## src/rtl/calendar_pkg.sv

```systemverilog
// Shared types, constants and the leap-year helper
// for the calendar controller.
package calendar_pkg;

  typedef enum logic [1:0] {
    RUN,
    CHECK,
    COMMIT
  } cal_state_t;

  localparam logic [3:0] MONTH_JAN = 4'd1;
  localparam logic [3:0] MONTH_DEC = 4'd12;
  localparam logic [2:0] DOW_SAT   = 3'd6;

  function automatic logic is_leap(input logic [13:0] y);
    return ((y % 14'd4) == 14'd0) &&
           (((y % 14'd100) != 14'd0) ||
            ((y % 14'd400) == 14'd0));
  endfunction

endpackage

```

## src/rtl/calendar_numdays.sv

```systemverilog
// Days-in-month lookup; returns 0 for months
// outside 1..12.
module numDays (
  input  logic [3:0] month,
  input  logic       leap_year,
  output logic [4:0] days
);

  always_comb begin
    days = 5'd0;
    case (month)
      4'd1, 4'd3, 4'd5, 4'd7,
      4'd8, 4'd10, 4'd12: days = 5'd31;
      4'd4, 4'd6, 4'd9,
      4'd11:              days = 5'd30;
      4'd2:               days = leap_year ? 5'd29 : 5'd28;
      default:            days = 5'd0;
    endcase
  end

endmodule

```

## src/rtl/calendar_ctrl.sv

```systemverilog
// Calendar date sequencer: midnight advance plus
// validated user loads via valid/ready.
module calendar_ctrl
  import calendar_pkg::*;
#(
  parameter logic [13:0] RESET_YEAR  = 14'd2024,
  parameter logic [3:0]  RESET_MONTH = 4'd1,
  parameter logic [4:0]  RESET_DAY   = 5'd1,
  parameter logic [2:0]  RESET_DOW   = 3'd1,
  parameter logic [13:0] YEAR_MAX    = 14'd9999
) (
  input  logic        clk,
  input  logic        reset,
  input  logic        day_tick,
  input  logic        set_valid,
  output logic        set_ready,
  input  logic [13:0] set_year,
  input  logic [3:0]  set_month,
  input  logic [4:0]  set_day,
  input  logic [2:0]  set_dow,
  output logic        set_ok,
  output logic        set_err,
  output logic [13:0] year,
  output logic [3:0]  month,
  output logic [4:0]  day,
  output logic [2:0]  dow,
  output logic        leap_year,
  output logic        new_month,
  output logic        new_year
);

  cal_state_t  state, state_n;
  logic [13:0] ld_year;
  logic [3:0]  ld_month;
  logic [4:0]  ld_day;
  logic [2:0]  ld_dow;
  logic        ld_ok;
  logic        pending;
  logic [4:0]  dim, ld_dim;
  logic        accept, advance;

  assign leap_year = is_leap(year);
  assign set_ready = (state == RUN);
  assign accept    = set_ready && set_valid;
  // A load in RUN always outranks a due advance.
  assign advance   = set_ready && !set_valid &&
                     (day_tick || pending);

  numDays u_dim_live (
    .month     (month),
    .leap_year (leap_year),
    .days      (dim)
  );

  numDays u_dim_check (
    .month     (ld_month),
    .leap_year (is_leap(ld_year)),
    .days      (ld_dim)
  );

  always_ff @(posedge clk) begin
    if (reset) state <= RUN;
    else       state <= state_n;
  end

  always_comb begin
    state_n = state;
    unique case (state)
      RUN:     if (set_valid) state_n = CHECK;
      CHECK:   state_n = COMMIT;
      COMMIT:  state_n = RUN;
      default: state_n = RUN;
    endcase
  end

  always_ff @(posedge clk) begin
    if (reset) begin
      year      <= RESET_YEAR;
      month     <= RESET_MONTH;
      day       <= RESET_DAY;
      dow       <= RESET_DOW;
      ld_year   <= '0;
      ld_month  <= '0;
      ld_day    <= '0;
      ld_dow    <= '0;
      ld_ok     <= 1'b0;
      pending   <= 1'b0;
      set_ok    <= 1'b0;
      set_err   <= 1'b0;
      new_month <= 1'b0;
      new_year  <= 1'b0;
    end else begin
      set_ok    <= 1'b0;
      set_err   <= 1'b0;
      new_month <= 1'b0;
      new_year  <= 1'b0;

      if (accept) begin
        ld_year  <= set_year;
        ld_month <= set_month;
        ld_day   <= set_day;
        ld_dow   <= set_dow;
      end

      if (state == CHECK) begin
        ld_ok <= (ld_month >= MONTH_JAN) &&
                 (ld_month <= MONTH_DEC) &&
                 (ld_day != 5'd0) &&
                 (ld_day <= ld_dim) &&
                 (ld_year <= YEAR_MAX) &&
                 (ld_dow <= DOW_SAT);
      end

      if (state == COMMIT) begin
        if (ld_ok) begin
          year   <= ld_year;
          month  <= ld_month;
          day    <= ld_day;
          dow    <= ld_dow;
          set_ok <= 1'b1;
        end else begin
          set_err <= 1'b1;
        end
      end

      if (advance) begin
        dow <= (dow == DOW_SAT) ? 3'd0 : dow + 3'd1;
        if (day < dim) begin
          day <= day + 5'd1;
        end else begin
          day       <= 5'd1;
          new_month <= 1'b1;
          if (month == MONTH_DEC) begin
            month    <= MONTH_JAN;
            new_year <= 1'b1;
            year     <= (year == YEAR_MAX) ?
                        14'd0 : year + 14'd1;
          end else begin
            month <= month + 4'd1;
          end
        end
      end

      // Ticks that cannot be served now wait one slot.
      if (advance)       pending <= 1'b0;
      else if (day_tick) pending <= 1'b1;
    end
  end

endmodule
```

## config.mk

```make
export PLATFORM = sky130hd
export DESIGN_NAME = calendar_ctrl
export DESIGN_NICKNAME = d
export VERILOG_FILES = /design/src/rtl/calendar_pkg.sv /design/src/rtl/calendar_numdays.sv /design/src/rtl/calendar_ctrl.sv
export SDC_FILE = /design/constraint.sdc
export NUM_CORES = 1
export LEC_CHECK = 0
export CAP_MARGIN = 40
export CORE_UTILIZATION = 50
export DETAILED_ROUTE_END_ITERATION = 12
export PLACE_DENSITY = 0.72
export SYNTH_ARGS = -nofsm -noshare
export SYNTH_HDL_FRONTEND = slang
export SYNTH_HIERARCHICAL = 1
export SYNTH_SLANG_ARGS = --single-unit
```

## constraint.sdc

```tcl
create_clock -name clk -period 8.1 [get_ports clk]
set_input_delay 1.215 -clock clk [delete_from_list [all_inputs] [get_ports clk]]
set_output_delay 1.215 -clock clk [all_outputs]
set_load 0.01 [all_outputs]
```

==> metrics list, run 1 <==
- Run status: complete, no violations
* Flop2flop setup slack: 0.67 ns
- For the worst setup path, the data required time is 8.31 ns.
* Hold Vio Cnt, Final: 0
* Drt via density: 6.368
- Wire length of the first global-routing pass: 29.22 mm
- Gpl congestion: 0.8860
* Die ar.: 0.01265 mm2
* Number of inserted diodes: 0
- DIE HEIGHT: 112.5 um
* Mapped cell area: 0.006101 mm2
* Final critical delay including setup and external delays: 7.425 ns
* Start of the worst register-to-register path: year[7]
- The worst pin sits at a relative slew slack of a little over a third.
* Antenna violations before repair: 0
- Total power for the finished layout comes to 0.001053 W.
- In this run the static leakage power is 2.710 nW.
* Crit path to: year[13]
- Number of max-capacitance violations reported: 0
- Top FF cell, synth: sky130_fd_sc_hd__dfxtp_1
- DPL Wire Length: 12.65 mm
* Clock transition at path regs: 0.06 ns
- Residual overflow from global routing: 0
- Number of violations reported at the end of detailed-routing iteration 0: 590
* Layout net count: 927
- In this run the worst setup path begins at year[7].
- From synthesis to final layout, the design area changed by 15.11%.
* DRC violation count after routing: 0
- The worst-case IR drop observed on VDD is 118.2 uV.
- TritonCTS clock tree: built
- Most frequent standard cell in the layout excluding fill and tap cells: sky130_fd_sc_hd__nand2_1
- In the post-route analysis, the smallest setup slack over all paths is 0.6750 ns.
- Element type at the critical path end: register
* Most used cells in the layout excluding fill and tap cells: 117 x sky130_fd_sc_hd__nand2_1, 73 x sky130_fd_sc_hd__nor2_1, 71 x sky130_fd_sc_hd__a21oi_1, 60 x sky130_fd_sc_hd__clkdlybuf4s50_1, 55 x sky130_fd_sc_hd__dfxtp_1
- Final slew viol count: 0
- In this run the power density over the cells is 149.9 mW/mm2.
- Number of synthesized register bits: 60
- GRT Resource Usage Total: 27.72%
* Maximum number of pins on one net before global-route repair: 43
- The floorplan step set the die width to 112.5 um.
- Type of the worst setup path: reg -> reg
- Number of nets in the synthesized netlist: slightly above 900
- The worst setup path is launched from a register.
- The worst path uses 91.67% of the clock period.
* CTS H-Tree Depth: 3
- The endpoint identified for the worst register-to-register timing path is year[13].
* Setup violation total in the final timing report: 0
* Actual slew at the worst max-slew pin: around 0.95 ns
* Area of the core: 0.01166 mm2
* Average wire length per cell after detail routing: 16.84 um
- Worst-case setup slack after placement: 0.6113 ns
- For this run, the top clock speed supported by timing is between 100 and 150 MHz.
* Clock root buffer: sky130_fd_sc_hd__clkbuf_16
- The share of the Yosys chip area taken by registers is around a fifth.
* Floorplan row count: 39
- Crit-path max cell delay: 0.58 ns
- Number of sinks on the clock net: 60
* Warning count from the yosys run: 6
- Total iterations of the first detailed-routing run: 5
* Post-CTS setup repair buffer count: 0
- Setup repair after global routing missed its margin: no
* Synth async-reset ratio: 0%
* Initial core utilization: 52.31%
- Layout cells sized above 1: 8.333%
- Synthesis handed over a netlist of 865 instances.
- Yosys mapped the design onto 98 distinct sky130hd cell types.
- The largest individual stage delay along the critical path comes from the cell sky130_fd_sc_hd__dfxtp_1.
- IO Port Bufs: a little over 60
- Once layout is done, the placed cells without fillers occupy 0.007023 mm2.
- Cell Area, Placed: 0.006698 mm2
- Largest fanout on the critical path: 14
* CP Data Arrival Time: 7.64 ns
- TNS Setup: 0 ns
* Vias in the first global route: between 5k and 6k
- In this run the remaining antenna-violating nets after routing total 0.
- Counting along the longest clock path gives a buffer depth of 2.
- Yosys mapped a number of flops with a built-in enable equal to 0.
- 62 I/O pins were placed.
- Worst-case clock skew: ~0.013 ns
- The later pin in the worst-skew pair is clocked with a latency of 0.34 ns.
- Post-synthesis area per instance: 7.053 um2
- Number of buffers added by the clock tree synthesis step: 9
* Worst R2R Path Depth: 32
- Detailed routing inserted a total of 6565 vias.
- Final wirelength: 17.37 mm
- Hold Crit Class: reg -> reg
## cells by family (layout without fill, tap and decap cells)
kind of cell	count (synthesis)	after routing	synth area share, %
AO/OA/AOI/OAI	314	314	36.55
flip-flops	60	60	19.69
buffers and inverters	96	119	7.178
AND/OR/NAND/NOR	344	344	27.99
XOR/XNOR	22	22	3.158
adder cells (fa/ha/maj)	16	16	3.199
multiplexers	13	13	2.235
## metrics by stage
stage | util (%) | std cells | hold slack, ns
2_1_floorplan | - | 865 | 0.4390
3_3_place_gp | 56.70 | 1010 | 0.4571
3_5_place_dp | 57.43 | 1015 | 0.4641
4_1_cts | 60.08 | 1031 | 0.4714
5_1_grt | 60.22 | 1031 | 0.4981
6_report | 60.22 | 1031 | 0.4715
## critical path, delay by kind of cell, from the launching register on
family	cells	cell delay (ns)
compound gates	18	4.25
buf+inv	3	0.64
mux	1	0.25
flops	1	0.58
simple gates	10	1.55
## where the power goes
part	switching, W	internal (W)
Combinational	0.000178	0.000142
Clock	0.000157	0.000243
Sequential	0.0000255	0.000307
Total	0.000360	0.000692
## repair_timing
item / 4_1_cts / 5_1_grt
gates resized for setup: 0 / 8
hold buffers: 0 / 0
endpoints found under the setup margin: 0 / 14
## state kept, by name (all words and copies together), names as in the netlist
register / cells
state: 2
ld_month: 4
ld_day: 5
new_year: 1
ld_ok: 1
ld_dow: 3
ld_year: 14
day: 5
dow: 3
set_err: 1
set_ok: 1
year: 14
pending: 1
new_month: 1
month: 4
## cells in the mapped netlist (all sizes together), types with 18 or more instances
library cell | instances | area [um2]
a21oi | 73 | 372.9
a31oi | 18 | 131.4
buf | 21 | 155.2
clkbuf | 45 | 170.2
dfxtp | 60 | 1201
inv | 30 | 112.6
nand2 | 117 | 439.2
nand3 | 23 | 120.1
nor2 | 74 | 280.3
nor3 | 28 | 145.1
o21ai | 57 | 289.0
xnor2 | 18 | 157.7
## area by class of cell
cell class	instances	area (um2)
well taps	143	178.9
multi-input cells	709	4472
inverters	30	112.6
fillers	1094	4639
clock buffers	9	225.2
flip-flops and latches	60	1207
repair buffers	73	743.2
clock inverters	7	83.83
## layer usage
layer | track usage, % | vias to the layer above | routed length, um
met3 | 3.132 | 19 | 763
met2 | 47.49 | 186 | 8429
met1 | 37.20 | 3096 | 7955
met4 | 6.667 | 0 | 218
li1 | - | 3264 | -
met5 | 0 | - | 0
## how the worst min path moves through the flow
stage | slack (ns) | end | start | cells after the start
2_1_floorplan | 0.44 | set_err | ld_ok | 1
3_3_place_gp | 0.46 | ld_year[1] | ld_year[1] | 2
3_5_place_dp | 0.46 | ld_year[1] | ld_year[1] | 2
4_1_cts | 0.47 | ld_year[1] | ld_year[1] | 2
5_1_grt | 0.50 | ld_dow[0] | ld_dow[0] | 2
6_report | 0.47 | ld_year[1] | ld_year[1] | 2
Note: power is estimated with default switching activity, not from simulation.
==> run 2, diff against run 1 <==
--- a/config.mk
+++ b/config.mk
@@ -6,9 +6,11 @@
 export NUM_CORES = 1
 export LEC_CHECK = 0
 export CAP_MARGIN = 40
+export CORE_MARGIN = 4
 export CORE_UTILIZATION = 50
 export DETAILED_ROUTE_END_ITERATION = 12
 export PLACE_DENSITY = 0.72
+export SKIP_LAST_GASP = 1
 export SYNTH_ARGS = -nofsm -noshare
 export SYNTH_HDL_FRONTEND = slang
 export SYNTH_HIERARCHICAL = 1
==> metrics list, run 2 (synthesized netlist as in run 1, its figures left out) <==
* Actual slew at the worst max-slew pin: 0.9087 ns (-0.04590 ns)
- Vias in the first global route: 6104 (+2.0%)
* Share of power burned in registers: 31.6% (about the same)
- The overall global routing resource usage was 24.04% (-3.7 points).
* Final core utilization: 58.66% (-1.6 points)
* Number of sinks on the clock net: 60 (unchanged)
* Floorplan row count: 40 (+2.6%)
* DPL Wire Length: 12.91 mm (+2.1%)
- The static leakage came to 2.705 nW (-0.21%).
- The placeable core area is 0.01196 mm2 (+2.6%).
* Wire length of the first global-routing pass: 29.09 mm (-0.45%)
- The summed negative setup slack over all endpoints is 0 ns (unchanged).
- Residual overflow from global routing: 0 (unchanged)
- Clock Tree Buf Depth: 2 (unchanged)
* Most frequent standard cell in the layout excluding fill and tap cells: sky130_fd_sc_hd__nand2_1
- Internal portion of total power: 0.0007147 W (+3.2%)
* Run status: complete, no violations
- The minimum period implied by the final worst setup slack came to 7.449 ns (+0.02384 ns).
* IO Port Bufs: 61 (unchanged)
* Layout net count: 925 (-0.22%)
- Antenna violations before repair: 0 (unchanged)
- X dimension of the die: 118.5 um (+5.3%)
- Startpoint kind of the worst setup timing path: register
- TritonCTS built the clock tree.
- Initial core utilization: 51.00% (-1.3 points)
- The power per cell area came to 150.1 mW/mm2 (+0.12%).
* Maximum number of pins on one net before global-route repair: 36 (-16%)
* Number of buffers added by the clock tree synthesis step: 9 (unchanged)
* Combinational cell fraction of total power: 30.1% (-0.4 points)
- In this run the most critical hold path is launched from ld_year[1].
* CTS H-Tree Depth: 3 (unchanged)
- The area overhead of the layout relative to synthesis was 15.01% (about the same).
- In the final layout, the registers with the most flip-flops are ld_year x14, year x14.
- Element type at the critical path end: register
- The max capacitance violation total came to 0 (unchanged).
* Worst-case clock skew: 0.007261 ns (-0.005285 ns)
- The critical path is of the reg -> reg type.
- Count of fill cells added during filler insertion: 1107 (+1.2%)
- In this run the critical register-to-register path is launched from year[7].
- The share of layout cells above drive strength 1 is 8.239% (-0.094 points).
- Average wire length per cell after detail routing: 16.70 um (-0.84%)
- Die ar.: 0.01403 mm2 (+11%)
* Count of antenna-violating nets left after detailed routing: 0 (unchanged)
- The largest voltage drop on the vdd net is 156.4 uV (+32%).
* Io pins: 62 (unchanged)
- The net switching power was 0.0003384 W (-6.1%).
- The total non-filler cell area in the finished layout came to 0.007017 mm2 (about the same).
- Number of violations reported at the end of detailed-routing iteration 0: 597 (+1.2%)
- Cell occurring most often along the worst timing path: sky130_fd_sc_hd__a21oi_1
* Number of buffers added to fix hold violations after cts: 0 (unchanged)
- Clock transition at path regs: 0.05 ns (about the same)
* Clock network latency to the later pin of the worst-skew pair: 0.33 ns (about the same)
- In the layout the commonest cells are 117 x sky130_fd_sc_hd__nand2_1, 73 x sky130_fd_sc_hd__nor2_1, 71 x sky130_fd_sc_hd__a21oi_1, 60 x sky130_fd_sc_hd__clkdlybuf4s50_1, 54 x sky130_fd_sc_hd__dfxtp_1.
- CP Data Arrival Time: 7.65 ns (about the same)
- The slowest stage of the critical path is the sky130_fd_sc_hd__dfxtp_1 cell.
- The worst path required time is 8.30 ns (about the same).
- Clock power frac: 38.4% (+0.4 points)
- Drt via density: 6.432 (+1.0%)
- The total count of max-transition violations in the final report came to 0 (unchanged).
- The total via count in the routed design was 6644 (+1.2%).
* Switching portion of total power: 32.13% (-2.1 points)
- Crit. Startpoint: year[7]
- Post-CTS setup repair buffer count: 0 (unchanged)
- The DRC violations left is 0 (unchanged).
- Period Utilization, post-route: 91.96% (+0.29 points)
- Setup repair after global routing missed its margin: no
* DIE HEIGHT: 118.5 um (+5.3%)
- Maximum clock frequency: 134.2 MHz (-0.32%)
- Crit-path max cell delay: 0.61 ns (+0.03 ns)
- The instance area after placement is 0.006683 mm2 (-0.22%).
* Number of inserted diodes: 0 (unchanged)
- Final wirelength: 17.25 mm (-0.65%)
* Hold Vio Cnt, Final: 0 (unchanged)
- The tightest min-delay check is of the reg -> reg type.
- The placer congestion estimate came to 0.9433 (+6.5%).
- Largest fanout on the critical path: 11 (-3)
* Max-Slew Margin vs Limit: 37.69% (+1.5 points)
- Clock root buffer: sky130_fd_sc_hd__clkbuf_16
- The first-pass iteration count of the detailed router is 5 (unchanged).
- Count of instances resized after the clock tree is built: 0 (unchanged)
- Setup violation total in the final timing report: 0 (unchanged)
-- run 2: cell types whose count changed in the layout (fill, tap and decap cells not counted), sizes merged --
cell | previous run | this run
buf | 13 | 11
bufinv | 1 | 2
clkinv | 2 | 4
inv | 33 | 30
-- run 2: area by class of cell --
| type | count | area [um2] | area share, % |
|---|---|---|---|
| clock buffer | 9 | 225.2 | 3.210 |
| clock inverter | 7 | 91.34 | 1.302 |
| inverter | 30 | 112.6 | 1.605 |
| multi-input combinational | 709 | 4472 | 63.73 |
| sequential | 60 | 1209 | 17.23 |
| tap | 147 | 183.9 | 2.621 |
| timing repair buffer | 71 | 723.2 | 10.31 |
-- run 2: worst paths after layout --
| check | slack, ns | end | cells after the start |
|---|---|---|---|
| worst max register to register | 0.65 | year[10] | 31 |
| worst min-delay path | 0.47 | ld_year[1] | 2 |
| worst max-delay path | 0.65 | year[10] | 31 |
| worst min register to register | 0.47 | ld_year[1] | 2 |
-- run 2: per-stage QoR --
stage	hold WS [ns]	setup slack, ns	power (W)	std cells
floorplan	0.4390	1.828	0.0005749	865
global placement	0.4571	0.7058	0.0006361	1011
detailed placement	0.4650	0.6811	0.0006500	1017
CTS	0.4756	0.6109	0.001055	1033
global route	0.5162	0.1019	0.001111	1033
finish	0.4715	0.6511	0.001053	1033
-- run 2: critical path: cells and delay by family, from the launching register on --
kind,cells,cell delay [ns]
AO/OA/AOI/OAI,16,3.23
AND/OR/NAND/NOR,11,2.48
flip-flops,1,0.61
multiplexers,1,0.43
buffers and inverters,2,0.41
XOR/XNOR,1,0.14
-- run 2: power by group through the flow --
stage	Combinational (W)	Sequential [W]	Clock [W]
floorplan	0.000251	0.000324	0
global placement	0.000299	0.000337	0
finish	0.000317	0.000333	0.000404
detailed placement	0.000312	0.000338	0
global route	0.000351	0.000335	0.000425
CTS	0.000314	0.000332	0.000409
-- run 2: layer usage --
layer  global-route usage, %  share of wire [%]  vias to the layer above
met2                   40.94                 49                      249
met5                       0                  0                        -
met1                   32.09                 45                     3116
met4                   5.069               0.71                        0
li1                        -                  -                     3263
met3                   3.923                6.2                       16
==> run 3, diff against run 2 <==
--- a/config.mk
+++ b/config.mk
@@ -9,6 +9,7 @@
 export CORE_MARGIN = 4
 export CORE_UTILIZATION = 50
 export DETAILED_ROUTE_END_ITERATION = 12
+export GPL_ROUTABILITY_DRIVEN = 0
 export PLACE_DENSITY = 0.72
 export SKIP_LAST_GASP = 1
 export SYNTH_ARGS = -nofsm -noshare
==> metrics list, run 3 (synthesized netlist as in run 1, its figures left out) <==
* Post-synthesis to final-layout area growth: 14.79%
* CTS H-Tree Depth: 3 (unchanged)
- The endpoint arrival time on the critical path came to 7.69 ns (+0.04 ns).
* Worst-case clock skew: 0.005117 ns (-0.002144 ns)
- The flow ran to the end, and the final reports show no timing, DRC or antenna violations.
* Crit-path max cell delay: 0.59 ns (-0.02 ns)
- The total count of max-transition violations in the final report was 0 (unchanged).
- Setup repair after global routing missed its margin: no
* Max-Slew Margin vs Limit: 36.10% (-1.6 points)
- The total via count in the routed design came to 6676 (+0.48%).
- Maximum number of pins on one net before global-route repair: 36 (unchanged)
- The first-pass GRT wire length was 28.57 mm (-1.8%).
* Element type at the critical path end: register
* Most used cells in the layout excluding fill and tap cells: 117 x sky130_fd_sc_hd__nand2_1, 73 x sky130_fd_sc_hd__nor2_1, 71 x sky130_fd_sc_hd__a21oi_1, 60 x sky130_fd_sc_hd__clkdlybuf4s50_1, 54 x sky130_fd_sc_hd__dfxtp_1
- The maximum root-to-sink buffer count came to 2 (unchanged).
- Startpoint kind of the worst setup timing path: register
- Largest fanout on the critical path: 10 (-1)
* Type of the worst setup path: reg -> reg
- Hold Crit Class: reg -> reg
- Io pins: 62 (unchanged)
* Critical hold path startpoint: ld_year[1]
* Drt via density: 6.450 (+0.29%)
* Clock transition at path regs: 0.05 ns (about the same)
- The library cell used most frequently in the layout, excluding fill and tap cells, is sky130_fd_sc_hd__nand2_1.
- For this design, the slowest cell found on the critical path is sky130_fd_sc_hd__dfxtp_1.
- Total power divided by cell area: 148.2 mW/mm2 (-1.2%)
* Registers with the most flip-flops: ld_year x14, year x14
- Vias in the first global route: 6112 (+0.13%)
* IO Port Bufs: 61 (unchanged)
- Area of the core: 0.01196 mm2 (unchanged)
- The x dimension of the die is 118.5 um (unchanged).
- The final hold violation count is 0 (unchanged).
* Number of violations reported at the end of detailed-routing iteration 0: 595 (-0.34%)
* Final wirelength: 17.27 mm (about the same)
- Worst R2R Path Depth: 31 (unchanged)
- Antenna violations before repair: 0 (unchanged)
- Floorplan row count: 40 (unchanged)
- The total number of nets in the final design was 927 (+0.22%).
- TritonCTS clock tree: built
* GRT Resource Usage Total: 23.39% (-0.65 points)
- The worst path required time came to 8.36 ns (+0.06 ns).
* Setup violation total in the final timing report: 0 (unchanged)
- Final critical delay including setup and external delays: 7.430 ns (-0.01891 ns)
* Clock network latency to the later pin of the worst-skew pair: 0.33 ns (about the same)
- Number of buffers added to fix hold violations after cts: 0 (unchanged)
- Initial core utilization: 51.00% (unchanged)
* Period Utilization, post-route: 91.73% (-0.23 points)
- The worst register-to-register path ends at year[13].
* Flop2flop setup slack: 0.67 ns (+0.02 ns)
- Count of antenna-violating nets left after detailed routing: 0 (unchanged)
- The floorplan die area came to 0.01403 mm2 (unchanged).
- Clock root buffer: sky130_fd_sc_hd__clkbuf_16
- Crit. Startpoint: year[7]
* Number of max-capacitance violations reported: 0 (unchanged)
* Pwr Total: 0.001038 W (-1.4%)
* Leak pwr: 2.697 nW (-0.29%)
- DPL Wire Length: 12.59 mm (-2.5%)
- Maximum clock frequency: 134.6 MHz (+0.25%)
- The sink count of the clock tree came to 60 (unchanged).
* Actual slew at the worst max-slew pin: 0.9586 ns (+0.04984 ns)
- Maximum ir drop on the vdd rail: 126.1 uV (-19%)
- The number of buffers created by CTS came to 9 (unchanged).
- Layout cells sized above 1: 8.108% (-0.13 points)
- The overall die height is 118.5 um (unchanged).
- Total iterations of the first detailed-routing run: 7 (+2)
- Average wire length per cell after detail routing: 16.68 um (-0.12%)
- Crit path to: year[13]
- The count of antenna diodes in the layout came to 0 (unchanged).
- The DRC violations left was 0 (unchanged).
* Start of the worst register-to-register path: year[7]
* Residual overflow from global routing: 0 (unchanged)
- The summed negative setup slack over all endpoints was 0 ns (unchanged).
## run 3: how the worst min path moves through the flow
stage                     slack, ns  depth (start not counted)          to
after global routing           0.49                          2  ld_year[1]
after CTS                      0.48                          2  ld_year[1]
after floorplan                0.44                          1     set_err
after detailed placement       0.47                          2  ld_year[1]
after global placement         0.46                          2  ld_year[1]
final                          0.48                          2  ld_year[1]
## run 3: per-stage QoR
step	instance area (um2)	worst slack, ns	std cells	hold slack, ns	utilization (%)
finish	7003	0.6701	1035	0.4751	58.55
global route	7003	0.04582	1035	0.4944	58.55
CTS	6977	0.4725	1033	0.4773	58.33
detailed placement	6681	0.6222	1017	0.4701	55.86
global placement	6603	0.8064	1012	0.4607	55.20
floorplan	6101	1.828	865	0.4390	-
## run 3: final cells by class
type,instances,area (um2)
fillers,1110,4959
multi-input cells,709,4466
flip-flops and latches,60,1209
repair buffers,73,737.0
clock buffers,12,246.5
well taps,147,183.9
inverters,30,112.6
clock inverters,4,48.80
## run 3: repair_timing
item / 4_1_cts / 5_1_grt
setup buffers: 0 / 1
gates resized for setup: 0 / 7
setup endpoints to repair: 0 / 7
## run 3: where the power goes
group          switching [W]  internal (W)  total, W
registers          0.0000253      0.000307  0.000332
logic               0.000180      0.000142  0.000322
clock network       0.000137      0.000246  0.000383
total               0.000343      0.000695   0.00104
## run 3: worst max-delay path, delay by kind of cell, from the launching register on
kind / cells / cell delay, ns
flops: 1 / 0.59
simple gates: 15 / 3.03
compound gates: 14 / 3.32
buf+inv: 2 / 0.41
## run 3: routing by layer
| metal | GRT usage, % | part of all wire (%) | vias to the layer above |
|---|---|---|---|
| li1 | - | - | 3267 |
| met1 | 30.93 | 44 | 3101 |
| met2 | 39.41 | 48 | 275 |
| met3 | 3.732 | 6.3 | 33 |
| met4 | 6.662 | 1.5 | 0 |
| met5 | 0 | 0 | - |
